$ cat src/rtl/pifo_sched_pkg.sv
// -----------------------------------------------------------------------------
// pifo_sched_pkg
// Shared types and helpers for the multi-tree PIFO task scheduler.
//   task_t     : task word at the default widths (metadata + priority)
//   tree_id_t  : tree index at the default tree count
//   MODE_RR    : round-robin arbitration
//   MODE_SP    : strict priority, lowest tree id wins
//   rr_pick()  : round-robin search over an eligibility mask
// -----------------------------------------------------------------------------
package pifo_sched_pkg;

   localparam int PTW_DEF      = 16;
   localparam int MTW_DEF      = 0;
   localparam int TREE_NUM_DEF = 4;

   localparam int MODE_RR = 0;
   localparam int MODE_SP = 1;

   // Upper bound on tree count handled by rr_pick's fixed-width mask.
   localparam int MAX_TREES = 32;
   localparam int MAX_IDX_W = $clog2(MAX_TREES);

   typedef logic [MTW_DEF+PTW_DEF-1:0]     task_t;
   typedef logic [$clog2(TREE_NUM_DEF)-1:0] tree_id_t;

   typedef struct packed {
      logic                 found;
      logic [MAX_IDX_W-1:0] idx;
   } pick_t;

   // First set bit of elig[n-1:0] found by walking upward from start with
   // wrap at n. start must be < n.
   function automatic pick_t rr_pick(input logic [MAX_TREES-1:0] elig,
                                     input int unsigned          start,
                                     input int unsigned          n);
      pick_t       r;
      int unsigned k;
      r = '0;
      for (int unsigned i = 0; i < MAX_TREES; i++) begin
         if (i < n) begin
            k = start + i;
            if (k >= n) k = k - n;
            if (!r.found && elig[k]) begin
               r.found = 1'b1;
               r.idx   = MAX_IDX_W'(k);
            end
         end
      end
      return r;
   endfunction

endpackage

$ cat src/rtl/pifo_sched_tree_fifo.sv
// -----------------------------------------------------------------------------
// pifo_sched_tree_fifo
// Single-tree task FIFO. The parent only strobes push when not full and pop
// when not empty, so the strobes are taken as already qualified.
//   i_clk, i_arst_n : clock, asynchronous active-low reset
//   i_push          : write i_push_data at the tail
//   i_push_data     : task word
//   i_pop           : retire the head entry
//   o_head          : current head entry (valid when !o_empty)
//   o_full, o_empty : decoded from the occupancy count
// -----------------------------------------------------------------------------
module pifo_sched_tree_fifo #(
   parameter int W     = 16,
   parameter int DEPTH = 16
) (
   input  logic         i_clk,
   input  logic         i_arst_n,
   input  logic         i_push,
   input  logic [W-1:0] i_push_data,
   input  logic         i_pop,
   output logic [W-1:0] o_head,
   output logic         o_full,
   output logic         o_empty
);

   localparam int             AW       = $clog2(DEPTH);
   localparam logic [AW:0]    FULL_CNT = (AW+1)'(DEPTH);

   logic [W-1:0]  mem [DEPTH];
   logic [AW-1:0] wr_ptr;
   logic [AW-1:0] rd_ptr;
   logic [AW:0]   count;

   // NOTE: storage carries no reset; the count alone defines which entries
   // are live, so resetting the array would only cost flops and routing.
   always_ff @(posedge i_clk) begin
      if (i_push) mem[wr_ptr] <= i_push_data;
   end

   // NOTE: sequential state uses non-blocking assignments so every flop
   // samples pre-edge values regardless of process evaluation order.
   always_ff @(posedge i_clk or negedge i_arst_n) begin
      if (!i_arst_n) begin
         wr_ptr <= '0;
         rd_ptr <= '0;
         count  <= '0;
      end else begin
         if (i_push) wr_ptr <= wr_ptr + 1'b1;
         if (i_pop)  rd_ptr <= rd_ptr + 1'b1;
         case ({i_push, i_pop})
            2'b10:   count <= count + 1'b1;
            2'b01:   count <= count - 1'b1;
            default: count <= count;
         endcase
      end
   end

   assign o_head  = mem[rd_ptr];
   assign o_full  = (count == FULL_CNT);
   assign o_empty = (count == '0);

endmodule

$ cat src/rtl/pifo_task_scheduler.sv
// -----------------------------------------------------------------------------
// pifo_task_scheduler
// Per-tree task queues in front of the BMW PIFO trees. Pushes are steered to
// the tree named by i_push_tree_id; each pop picks one non-empty, enabled tree
// (round-robin or strict priority) and returns its head one cycle later.
//   i_clk, i_arst_n  : clock, asynchronous active-low reset
//   i_push           : push request, target i_push_tree_id, word i_push_data
//   i_pop            : pop request
//   i_tree_en        : per-tree pop enable mask
//   o_pop_valid      : registered pop result strobe
//   o_pop_tree_id    : tree of popped task (holds when no grant)
//   o_pop_data       : popped task (holds when no grant)
//   o_tree_full      : per-tree full flags
//   o_tree_empty     : per-tree empty flags
//   o_push_drop      : pulse, previous push was discarded
//   o_pop_underflow  : pulse, previous pop found no eligible tree
// -----------------------------------------------------------------------------
module pifo_task_scheduler
   import pifo_sched_pkg::*;
#(
   parameter int PTW           = PTW_DEF,
   parameter int MTW           = MTW_DEF,
   parameter int TREE_NUM      = TREE_NUM_DEF,
   parameter int DEPTH         = 16,
   parameter int MODE          = MODE_RR,
   parameter int TREE_NUM_BITS = $clog2(TREE_NUM)
) (
   input  logic                     i_clk,
   input  logic                     i_arst_n,
   input  logic                     i_push,
   input  logic [TREE_NUM_BITS-1:0] i_push_tree_id,
   input  logic [MTW+PTW-1:0]       i_push_data,
   input  logic                     i_pop,
   input  logic [TREE_NUM-1:0]      i_tree_en,
   output logic                     o_pop_valid,
   output logic [TREE_NUM_BITS-1:0] o_pop_tree_id,
   output logic [MTW+PTW-1:0]       o_pop_data,
   output logic [TREE_NUM-1:0]      o_tree_full,
   output logic [TREE_NUM-1:0]      o_tree_empty,
   output logic                     o_push_drop,
   output logic                     o_pop_underflow
);

   localparam int            DW      = MTW + PTW;
   localparam int            TW      = TREE_NUM_BITS;
   localparam logic [TW-1:0] LAST_ID = TW'(TREE_NUM - 1);

   logic [TREE_NUM-1:0]  push_sel;
   logic [TREE_NUM-1:0]  pop_sel;
   logic [TREE_NUM-1:0]  elig;
   logic [MAX_TREES-1:0] elig_wide;
   logic [DW-1:0]        heads [TREE_NUM];
   logic                 push_accept;
   logic                 grant;
   logic [TW-1:0]        grant_id;
   logic [TW-1:0]        rr_ptr;
   pick_t                pick;

   // A tree id outside 0..TREE_NUM-1 matches no select line and is dropped.
   // Eligibility uses the pre-edge empty flag, so a task pushed this cycle
   // can never be popped in the same cycle.
   for (genvar t = 0; t < TREE_NUM; t++) begin : g_tree
      assign push_sel[t] = i_push && (i_push_tree_id == TW'(t)) && !o_tree_full[t];
      assign pop_sel[t]  = grant && (grant_id == TW'(t));
      assign elig[t]     = !o_tree_empty[t] && i_tree_en[t];

      pifo_sched_tree_fifo #(
         .W     (DW),
         .DEPTH (DEPTH)
      ) u_fifo (
         .i_clk       (i_clk),
         .i_arst_n    (i_arst_n),
         .i_push      (push_sel[t]),
         .i_push_data (i_push_data),
         .i_pop       (pop_sel[t]),
         .o_head      (heads[t]),
         .o_full      (o_tree_full[t]),
         .o_empty     (o_tree_empty[t])
      );
   end

   assign push_accept = |push_sel;

   // NOTE: every variable driven here gets a default first so no path can
   // leave it unassigned and infer a latch.
   always_comb begin
      elig_wide                = '0;
      elig_wide[TREE_NUM-1:0]  = elig;
      pick                     = '0;
      if (MODE == MODE_SP) begin
         // Descending walk: the last hit, i.e. the lowest id, wins.
         for (int t = TREE_NUM - 1; t >= 0; t--) begin
            if (elig[t]) begin
               pick.found = 1'b1;
               pick.idx   = MAX_IDX_W'(t);
            end
         end
      end else begin
         pick = rr_pick(elig_wide, 32'(rr_ptr), TREE_NUM);
      end
   end

   assign grant    = i_pop && pick.found;
   assign grant_id = TW'(pick.idx);

   always_ff @(posedge i_clk or negedge i_arst_n) begin
      if (!i_arst_n) begin
         rr_ptr          <= '0;
         o_pop_valid     <= 1'b0;
         o_pop_tree_id   <= '0;
         o_pop_data      <= '0;
         o_push_drop     <= 1'b0;
         o_pop_underflow <= 1'b0;
      end else begin
         o_push_drop     <= i_push && !push_accept;
         o_pop_underflow <= i_pop && !pick.found;
         o_pop_valid     <= grant;
         if (grant) begin
            o_pop_tree_id <= grant_id;
            o_pop_data    <= heads[grant_id];
            if (MODE == MODE_RR)
               rr_ptr <= (grant_id == LAST_ID) ? '0 : grant_id + 1'b1;
         end
      end
   end

endmodule

$ cat config.mk
export PLATFORM = sky130hd
export DESIGN_NAME = pifo_task_scheduler
export DESIGN_NICKNAME = d
export VERILOG_FILES = /design/src/rtl/pifo_sched_pkg.sv /design/src/rtl/pifo_sched_tree_fifo.sv /design/src/rtl/pifo_task_scheduler.sv
export SDC_FILE = /design/constraint.sdc
export NUM_CORES = 1
export LEC_CHECK = 0
export CAP_MARGIN = 10
export CORE_ASPECT_RATIO = 1.4
export CORE_UTILIZATION = 40
export DETAILED_ROUTE_END_ITERATION = 12
export DONT_BUFFER_PORTS = 1
export PLACE_DENSITY = 0.64
export SETUP_SLACK_MARGIN = 0.4
export SLEW_MARGIN = 10
export SYNTH_ARGS = -nofsm -noshare
export SYNTH_HDL_FRONTEND = slang
export SYNTH_HIERARCHICAL = 1
export SYNTH_SLANG_ARGS = --single-unit
$ cat constraint.sdc
create_clock -name i_clk -period 4.7 [get_ports i_clk]
set_input_delay 0.47 -clock i_clk [delete_from_list [all_inputs] [get_ports i_clk]]
set_output_delay 0.47 -clock i_clk [all_outputs]
set_load 0.02 [all_outputs]
# After elaboration in Yosys (flattened, before gate mapping)
# Memory sizes are Yosys's and may differ from the RTL's.
# Cells that the tools add are included.
dict set report word_totals {
  mem_count 4
  word_cells 152
  mem_bits_rw 1024
  ff_bits 75
  input_bits 26
  out_inout_bits 29
}
# name words word_bits rd rd_clocked_by_memory_dff wr line
set memory_table {}
lappend memory_table {{g_tree[0].u_fifo.mem} 16 16 1 0 1 pifo_sched_tree_fifo.sv:29} ;# logic [W-1:0] mem [DEPTH];
lappend memory_table {{g_tree[1].u_fifo.mem} 16 16 1 0 1 pifo_sched_tree_fifo.sv:29}
lappend memory_table {{g_tree[2].u_fifo.mem} 16 16 1 0 1 pifo_sched_tree_fifo.sv:29}
lappend memory_table {{g_tree[3].u_fifo.mem} 16 16 1 0 1 pifo_sched_tree_fifo.sv:29}
dict set report op_classes {
  magnitude_cmp 9
  n_reduce_logical 46
  n_eq_ne 18
  add_sub_neg 24
  bitwise_logic 1
  muxes 32
}
# operator count
set op_table {}
lappend op_table {{32-bit by 6-bit less-than comparator with 1-bit output (second input constant)} 4}
lappend op_table {{32-bit two-way mux} 4}
lappend op_table {{5-bit case mux with 2 select lines} 4}
lappend op_table {{4-bit by 1-bit adder with 4-bit output (second input constant)} 8}
lappend op_table {{16-bit binary-select mux with 2-bit select} 1}
lappend op_table {{16-bit two-way mux} 2}
lappend op_table {{6-bit two-way mux} 4}
lappend op_table {{1-bit logical AND} 22}
lappend op_table {{5-bit by 1-bit adder with 5-bit output (second input constant)} 4}
lappend op_table {{1-bit binary-select mux with 5-bit select} 4}
lappend op_table {{5-bit == test (second input constant)} 4}
lappend op_table {{5-bit logical NOT} 4}
lappend op_table {{5-bit by 1-bit subtractor with 5-bit output (second input constant)} 4}
lappend op_table {{2-bit == test (second input constant)} 8}
lappend op_table {{1-bit logical NOT} 13}
lappend op_table {{2-bit by 1-bit == test with 1-bit output (second input constant)} 6}
lappend op_table {{3-bit >= comparator (second input constant)} 4}
lappend op_table {{1-bit two-way mux} 12}
lappend op_table {{3-bit by 3-bit subtractor with 4-bit output (second input constant)} 3}
lappend op_table {{2-bit nonzero test} 4}
lappend op_table {{2-bit by 2-bit adder with 3-bit output (second input constant)} 2}
lappend op_table {{2-bit logical NOT} 2}
lappend op_table {{4-bit OR reduction} 1}
lappend op_table {{2-bit by 3-bit subtractor with 4-bit output (second input constant)} 1}
lappend op_table {{other kinds (5)} 5}

# Longest topological paths before layout
# Gate-level depths: netlist of run 1.
dict set report logic_depth {
  word_depth 19
  ltp_mapped 21
  mapped_depth_nobuf 18
}

# Hierarchy
# The synthesis of run 1 kept the hierarchy.
# mod cells_per_inst area_per_inst_um2 n_inst seq_area_each_um2
set modules_own_cells {}
lappend modules_own_cells {{pifo_sched_tree_fifo (g_tree[1].u_fifo ...)} 491 10472.5 3 8012.7}
lappend modules_own_cells {{pifo_sched_tree_fifo (g_tree[0].u_fifo)} 485 10456.3 1 8012.7}
lappend modules_own_cells {pifo_task_scheduler 244 2411.1 1 575.6}

# Worst setup path after synthesis of run 1
# Ideal clock, no wire load.
dict set report synth_timing {
  path_type {register to register}
  from {register g_tree[0].u_fifo.count[2]}
  to {register g_tree[0].u_fifo.count[4]}
  path_buffers 2
  slack_ps -195
  stages_incl_launch_ff 20
  arrival_ps 4768
  synth_period_minus_slack_ps 4895
  setup_time_ps 127
  required_ps 4573
  cell_sequence {dfrtp_1 or2_1 nor4_1 and3b_1 nor4_1 o311ai_4 nand3_4 buf_2 o21ai_0 inv_1 ha_1 and3_1 ha_1 buf_2 xor2_1 ha_1 or4b_1 o32ai_1 a211oi_1 xnor2_1}
}
# item line
set synth_lines {}
lappend synth_lines {{start, declared} pifo_sched_tree_fifo.sv:32} ;# logic [AW:0] count;
lappend synth_lines {{start signal, assigned} pifo_sched_tree_fifo.sv:51} ;# 2'b10: count <= count + 1'b1;
lappend synth_lines {{start signal, assigned} pifo_sched_tree_fifo.sv:52} ;# 2'b01: count <= count - 1'b1;
lappend synth_lines {{start signal, assigned} pifo_sched_tree_fifo.sv:53} ;# default: count <= count;

==> results.toml, run 1 <==
[status]
status = "complete, but fails checks"
violations = "design-rule violations"

[floorplanning]
die_height_um = 396
num_rows = 144
io_pins = 55
start_util_pct = 40.3
core-area_mm2 = 0.110
die_area_mm2 = 0.112
dieWidth_um = 283

[grt]
overflow = 0
grt_max_degree = 76
grt_pass1_wl_um = 150000
globalRouteTotalUtil_pct = 18.2
antenna_found_initial = 2
grt_pass1_vias = 22500

[route]
wl_per_cell_um = 26.5
drc = 1
drtIter0Drc = 1984
wirelength_um = 101000
via_count = 21500
drt_pre_antenna_iters = 9
viasPerCell = 5.65
ant_nets = 0

[min_path]
min_path_type = "in2reg"

[synth]
ys_async_sr_fraction_pct = 6.82
avgSynthCellArea_um2 = 20.1
synth_area_leaders = "edfxtp_1, mux4_2, dfrtp_1"
synth_top_cell_by_area = "edfxtp_1"
synth_top_area_share_pct = 69.4
synth.distinct_cells = 62
ys_ff_latch = 1099
synthCells = 2202
ys_warn_count = 6
seq_area_frac_synth_pct = 73.7
syn_nets = 2271
synth_edf_count = 1024
synth_area_mm2 = 0.0443
ys_dominant_reg_cell = "edfxtp_1"

[placement]
dp_slack_ps = 104
io_buffer_count = 0
hpwl_um = 61800
dpl_cell_area_mm2 = 0.0460
placedCellCount = 3596
place_congestion = 0.803

[worst_setup_path]
crit_arrival_ps = 4840
critPathLaunchType = "flop"
critical_path_required_ps = 5270
worstPathMaxFanout = 6
crit_type = "reg2reg"
endpoint_kind = "flop"

[clock_tree]
cts_tree = "built"
cts-buffers-inserted = 100
clk_pin_slew_ps = 60
htree_levels = 3
clock_latency_ps = 700
clock-root-buffer = "clkbuf_16"
clk_path_buf_depth = 3
clkSinkCount = 1099

[job]
max-cap-violations = 0

[timing]
max_freq_ghz = 0.234
relSlewSlack_pct = 28.7
setup_tns_ps = 0
min_period_over_period_pct = 90.8
min_period_ps = 4270
holdWs_ps = 80.3
finClkSkew_ps = 27.4
setup_slack_ps = 431
setup-violations-final = 0
finalHoldViolCount = 0
worstMarginPinSlew_ps = 1070
finalMaxSlewViolations = 0
rsz0062_at_grt = "true"

[cells_and_area]
fillers = 9187
final_cells = 3810
n_antenna_cell = 0
post-route-util_pct = 45.4
drive_gt1_share_pct = 23.2
final_nets = 2333
syn_to_final_growth_pct = 12.6
stdcell_area_mm2 = 0.0498

[power_and_ir_drop]
vdd_ir_drop_max_mv = 0.441
fin_total_pwr_mw = 29.9
power_density_mw_per_mm2 = 601
p_leak_nw = 16.2
-- placed cells by master, fill, tap and decap left out, drive strengths merged, types with 21 or more instances in the layout --
cell type | synthesis | final
edfxtp | 1024 | 1024
mux4 | 256 | 256
a22oi | 128 | 128
clkbuf | 63 | 128
nand2 | 104 | 104
buf | 62 | 81
dfrtp | 75 | 75
mux2i | 67 | 67
and2 | 49 | 49
nor2 | 47 | 47
ha | 43 | 43
clkinv | 0 | 40
a211oi | 34 | 34
inv | 24 | 31
xnor2 | 24 | 24
xor2 | 23 | 23
and3 | 21 | 21
-- power by group --
group	internal [mW]	leakage [nW]	switching, mW
Clock	4.53	1.58	3.55
Sequential	11.2	10.1	1.12
Combinational	4.32	4.49	5.17
-- path summary, 6_finish.rpt --
kind                                                       start                                      to  slack, ps  depth (start not counted)
max                        g_tree[0].u_fifo/count[1]$_DFFE_PN0P_   g_tree[0].u_fifo/count[4]$_DFFE_PN0P_        430                         16
min                                                        i_pop               o_pop_underflow$_DFF_PN0_         80                          2
max reg2reg                g_tree[0].u_fifo/count[1]$_DFFE_PN0P_   g_tree[0].u_fifo/count[4]$_DFFE_PN0P_        430                         16
min reg2reg                g_tree[2].u_fifo/count[4]$_DFFE_PN0P_   g_tree[2].u_fifo/count[4]$_DFFE_PN0P_        510                          1
max in group asynchronous                               i_arst_n  g_tree[2].u_fifo/rd_ptr[0]$_DFFE_PN0P_       3930                          2
min in group asynchronous                               i_arst_n   g_tree[1].u_fifo/count[2]$_DFFE_PN0P_        360                          2
-- layout make-up --
class	count	area, µm²	area share [%]
clock inverter	61	573	1.15
tap	1460	1830	3.66
inverter	24	90.1	0.181
sequential	1099	32700	65.5
clock buffer	127	2670	5.35
multi-input combinational	954	11000	22.1
timing repair buffer	85	1020	2.05
-- timing repair --
item,CTS,global route
resized for setup,11,15
hold endpoints to repair,1101,0
buffers inserted,1,5
endpoints found under the setup margin,4,8
pin swaps,2,3
hold buffers,20,0
-- synthesized netlist by cell type (5+ instances only) --
| master | number |
|---|---|
| nor2b_1 | 12 |
| nand4_1 | 11 |
| mux2_2 | 7 |
| dfrtp_1 | 75 |
| xor2_1 | 23 |
| nor3b_1 | 6 |
| xnor2_1 | 24 |
| a221o_1 | 16 |
| and4_1 | 16 |
| a211oi_1 | 34 |
| nor3_1 | 5 |
| nand3_1 | 10 |
| edfxtp_1 | 1024 |
| a21oi_1 | 7 |
| nor2_1 | 45 |
| a22oi_1 | 128 |
| clkbuf_1 | 63 |
| mux4_2 | 256 |
| nand2_1 | 102 |
| buf_6 | 20 |
| inv_1 | 23 |
| buf_2 | 32 |
| and3_1 | 21 |
| nor4_1 | 8 |
| o21ai_0 | 14 |
| ha_1 | 43 |
| mux2i_1 | 67 |
| and2_1 | 49 |
-- registers in the layout, indices dropped and copies added, names as in the netlist, 2 cells and up --
signal                cells
g_tree.u_fifo/mem      1024
o_pop_data               16
o_pop_tree_id             2
rr_ptr                    2
g_tree.u_fifo/wr_ptr     16
g_tree.u_fifo/count      20
g_tree.u_fifo/rd_ptr     16
-- logic make-up (layout without fill, tap and decap cells) --
| logic type | after synthesis | count (layout) | share of synthesized area [%] |
|---|---|---|---|
| AO/OA/AOI/OAI | 223 | 223 | 3.85 |
| adder cells (fa/ha/maj) | 43 | 43 | 1.21 |
| flip-flops | 1099 | 1099 | 73.7 |
| XOR/XNOR | 47 | 47 | 0.930 |
| buffers and inverters | 149 | 297 | 1.83 |
| AND/OR/NAND/NOR | 310 | 310 | 3.76 |
| multiplexers | 331 | 331 | 14.7 |
-- worst max-delay path, stage by stage (launching register included) --
cell	delay (ps)
dfrtp_2	450
or2_4	280
nor4_4	200
and3b_2	290
or3b_1	410
o311ai_2	350
a32o_2	200
inv_1	70
ha_1	180
and3_4	220
ha_4	200
xor2_1	160
ha_1	220
or4b_1	530
o32ai_2	130
a211oi_1	110
xnor2_1	150
-- per-layer routing --
layer | track usage [%] | share of wire, %
met1 | 22.4 | 38
met2 | 32.1 | 53
met3 | 3.43 | 6.3
met4 | 5.84 | 2.6
met5 | 0 | 0.013
Note: power is estimated with default switching activity, not from simulation.
==> inputs of run 2 (changes only) <==
--- a/config.mk
+++ b/config.mk
@@ -15,5 +15,4 @@
 export SLEW_MARGIN = 10
 export SYNTH_ARGS = -nofsm -noshare
 export SYNTH_HDL_FRONTEND = slang
-export SYNTH_HIERARCHICAL = 1
 export SYNTH_SLANG_ARGS = --single-unit
==> results.toml, run 2 <==
[clock_tree]
clk_pin_slew_ps = 70
clock-root-buffer = "clkbuf_16"
clkSinkCount = 1099
clk_path_buf_depth = 3
cts_tree = "built"
htree_levels = 3
clock_latency_ps = 700
cts-buffers-inserted = 101

[synth]
synthCells = 1996
avgSynthCellArea_um2 = 21.8
ys_dominant_reg_cell = "edfxtp_1"
syn_nets = 2069
synth_area_leaders = "edfxtp_1, mux4_2, dfrtp_1"
synth_top_cell_by_area = "edfxtp_1"
synth_edf_count = 1024
synth_top_family_by_area = "multiplexers"
synth_top_area_share_pct = 70.8
ys_ff_latch = 1099
synth_simple_gate_area_share_pct = 2.25
synth_most_common_cell = "edfxtp_1"
synth.distinct_cells = 55
post_synth_xor_area_fraction_pct = 0.887
ys_warn_count = 0
synth_area_mm2 = 0.0434
synth_compound_area_share_pct = 2.84
seq_area_frac_synth_pct = 75.1
synthTopCellsByCount = "edfxtp_1, mux4_2, dfrtp_1"
ys_async_sr_fraction_pct = 6.82
synth_adder_area_share_pct = 1.42
muxShareOfSynthArea_pct = 16.0

[min_path]
min_path_cells = 1
holdPathEnd = "g_tree[2].u_fifo.mem[4][7]$_DFFE_PP_"
min_path_type = "in2reg"
min-delay-start = "i_push_data[7]"

[route]
wl_per_cell_um = 27.2
wirelength_um = 98300
met2_length_um = 50800
met1_length_um = 39100
via_count = 19900
drt_pre_antenna_iters = 7
top_layer_used = "met4"
drc = 0
drtIter0Drc = 1623
wl_met3_um = 5310
viasPerCell = 5.51
ant_nets = 0

[worst_setup_path]
r2r_slack_ps = 610
crit_type = "reg2reg"
crit-reg2reg-capture = "g_tree[1].u_fifo.count[4]$_DFFE_PN0P_"
worst_path_max_delay_cell = "or4_4"
critPathLaunchType = "flop"
r2r_cells = 16
slowest_delay_ps = 570
worstPathMaxFanout = 5
cpMostUsedCell = "inv_1"
crit_buf_inv = 2
crit_arrival_ps = 4660
path_delay_family = "simple AND/OR/NAND/NOR gates"
endpoint_kind = "flop"
crit_chain = "or4_4 > o211a_1 > or4_1 > o211ai_1 > or2_2 > inv_1 > ha_1 > nand2_1 > inv_1 > ha_2 > fa_1 > a21o_1 > a21oi_1 > xor2_1 > nor2_1 > xnor2_1"
timing.rr.start = "g_tree[1].u_fifo.count[0]$_DFFE_PN0P_"
critical_path_required_ps = 5270

[status]
status = "finished, final reports clean"

[timing]
min_period_ps = 4090
relSlewSlack_pct = 24.8
finalMaxSlewViolations = 0
worstMarginPinSlew_ps = 1130
rsz0062_at_grt = "true"
finalHoldViolCount = 0
min_period_over_period_pct = 86.9
finClkSkew_ps = 30.6
setup_tns_ps = 0
max_freq_ghz = 0.245
setup-violations-final = 0
holdWs_ps = 127

[cells_and_area]
largest-register = "g_tree.u_fifo.mem"
syn_to_final_growth_pct = 13.2
drive_gt1_share_pct = 28.0
reg_top3 = "g_tree.u_fifo.mem x1024, g_tree.u_fifo.count x20"
final_nets = 2159
final_cells = 3610
final_cell_mix = "edfxtp_1, mux4_2, clkbuf_16"
stdcell_area_mm2 = 0.0492
final_common_cell = "edfxtp_1"
n_antenna_cell = 0
largest_reg_flops = 1024
post-route-util_pct = 45.8

[grt]
grt_pass1_wl_um = 145000
globalRouteTotalUtil_pct = 18.2
antenna_found_initial = 0
overflow = 0
grt_max_degree = 76
grt_pass1_vias = 21200

[placement]
place_congestion = 0.838
placedCellCount = 3403
dpl_cell_area_mm2 = 0.0454
io_buffer_count = 0
hpwl_um = 59300

[floorplanning]
io_pins = 55
core-area_mm2 = 0.107
die_area_mm2 = 0.110
start_util_pct = 40.5
dieWidth_um = 280
num_rows = 142
die_height_um = 392

[power_and_ir_drop]
p_leak_nw = 15.8
power_density_mw_per_mm2 = 598
vdd_ir_drop_max_mv = 0.511

[job]
max-cap-violations = 0
-- run 2: cell count changes after synthesis, sizes merged, moves of 15 or more --
cell / before / now
a22oi: 128 / 0
nand2: 104 / 43
and4: 16 / 0
and3: 21 / 6
mux2i: 67 / 17
a22o: 1 / 32
a221o: 16 / 0
a211oi: 34 / 2
mux4: 256 / 290
a221oi: 0 / 49
-- run 2: per-stage QoR --
stage,total power [mW],worst slack (ps)
detailed placement,21.4,197
global placement,21.2,252
finish,29.4,614
CTS,29.6,399
global route,30.5,389
floorplan,18.5,431
-- run 2: worst max-delay path by stage --
| stage | start | end | slack (ps) | cells past startpoint |
|---|---|---|---|---|
| after CTS | rr_ptr[1]$_DFFE_PN0N_ | g_tree[1].u_fifo.count[4]$_DFFE_PN0P_ | 400 | 20 |
| after global routing | rr_ptr[1]$_DFFE_PN0N_ | g_tree[1].u_fifo.count[4]$_DFFE_PN0P_ | 390 | 19 |
| after global placement | rr_ptr[1]$_DFFE_PN0N_ | g_tree[1].u_fifo.count[4]$_DFFE_PN0P_ | 250 | 19 |
| after floorplan | rr_ptr[0]$_DFFE_PN0N_ | g_tree[2].u_fifo.count[4]$_DFFE_PN0P_ | 430 | 21 |
| after detailed placement | rr_ptr[1]$_DFFE_PN0N_ | g_tree[1].u_fifo.count[4]$_DFFE_PN0P_ | 200 | 19 |
| final | g_tree[1].u_fifo.count[0]$_DFFE_PN0P_ | g_tree[1].u_fifo.count[4]$_DFFE_PN0P_ | 610 | 16 |
-- run 2: worst reg2reg max path, cell delays in order (launching register included) --
cell	delay, ps
dfrtp_1	440
or4_4	570
o211a_1	260
or4_1	470
o211ai_1	180
or2_2	210
inv_1	60
ha_1	220
nand2_1	150
inv_1	80
ha_2	220
fa_1	420
a21o_1	170
a21oi_1	170
xor2_1	160
nor2_1	70
xnor2_1	120
-- run 2: power breakdown --
part	total, mW	internal, mW	switching, mW
Sequential	12.5	11.2	1.27
Combinational	8.87	4.31	4.56
Clock	8.00	4.45	3.56
-- run 2: cells by family (layout without fill, tap and decap cells) --
kind of cell | after synthesis | in the layout
flip-flops | 1099 | 1099
multiplexers | 329 | 329
AND/OR/NAND/NOR | 195 | 195
AO/OA/AOI/OAI | 142 | 142
buffers and inverters | 140 | 314
adder cells (fa/ha/maj) | 47 | 47
XOR/XNOR | 44 | 44
-- run 2: what timing repair did --
item                       in CTS  in global routing
cloned                          0                  0
hold endpoints to repair     1100                  0
hold buffers                   19                  0
setup endpoints to repair       4                  6
resized for setup               4                 18
pin swaps                       0                  6
buffers inserted                0                  1
-- run 2: layout make-up --
class	count	area (µm²)
clock buffers	140	2800
clock inverters	47	407
fillers	8925	58100
inverters	35	134
multi-input cells	757	10300
flip-flops and latches	1099	32600
well taps	1440	1800
repair buffers	92	1100
-- run 2: layer usage --
metal,vias to the layer above,track usage [%]
li1,8488,-
met1,10700,23.3
met2,520,31.1
met3,142,3.42
met4,0,6.53
met5,-,0
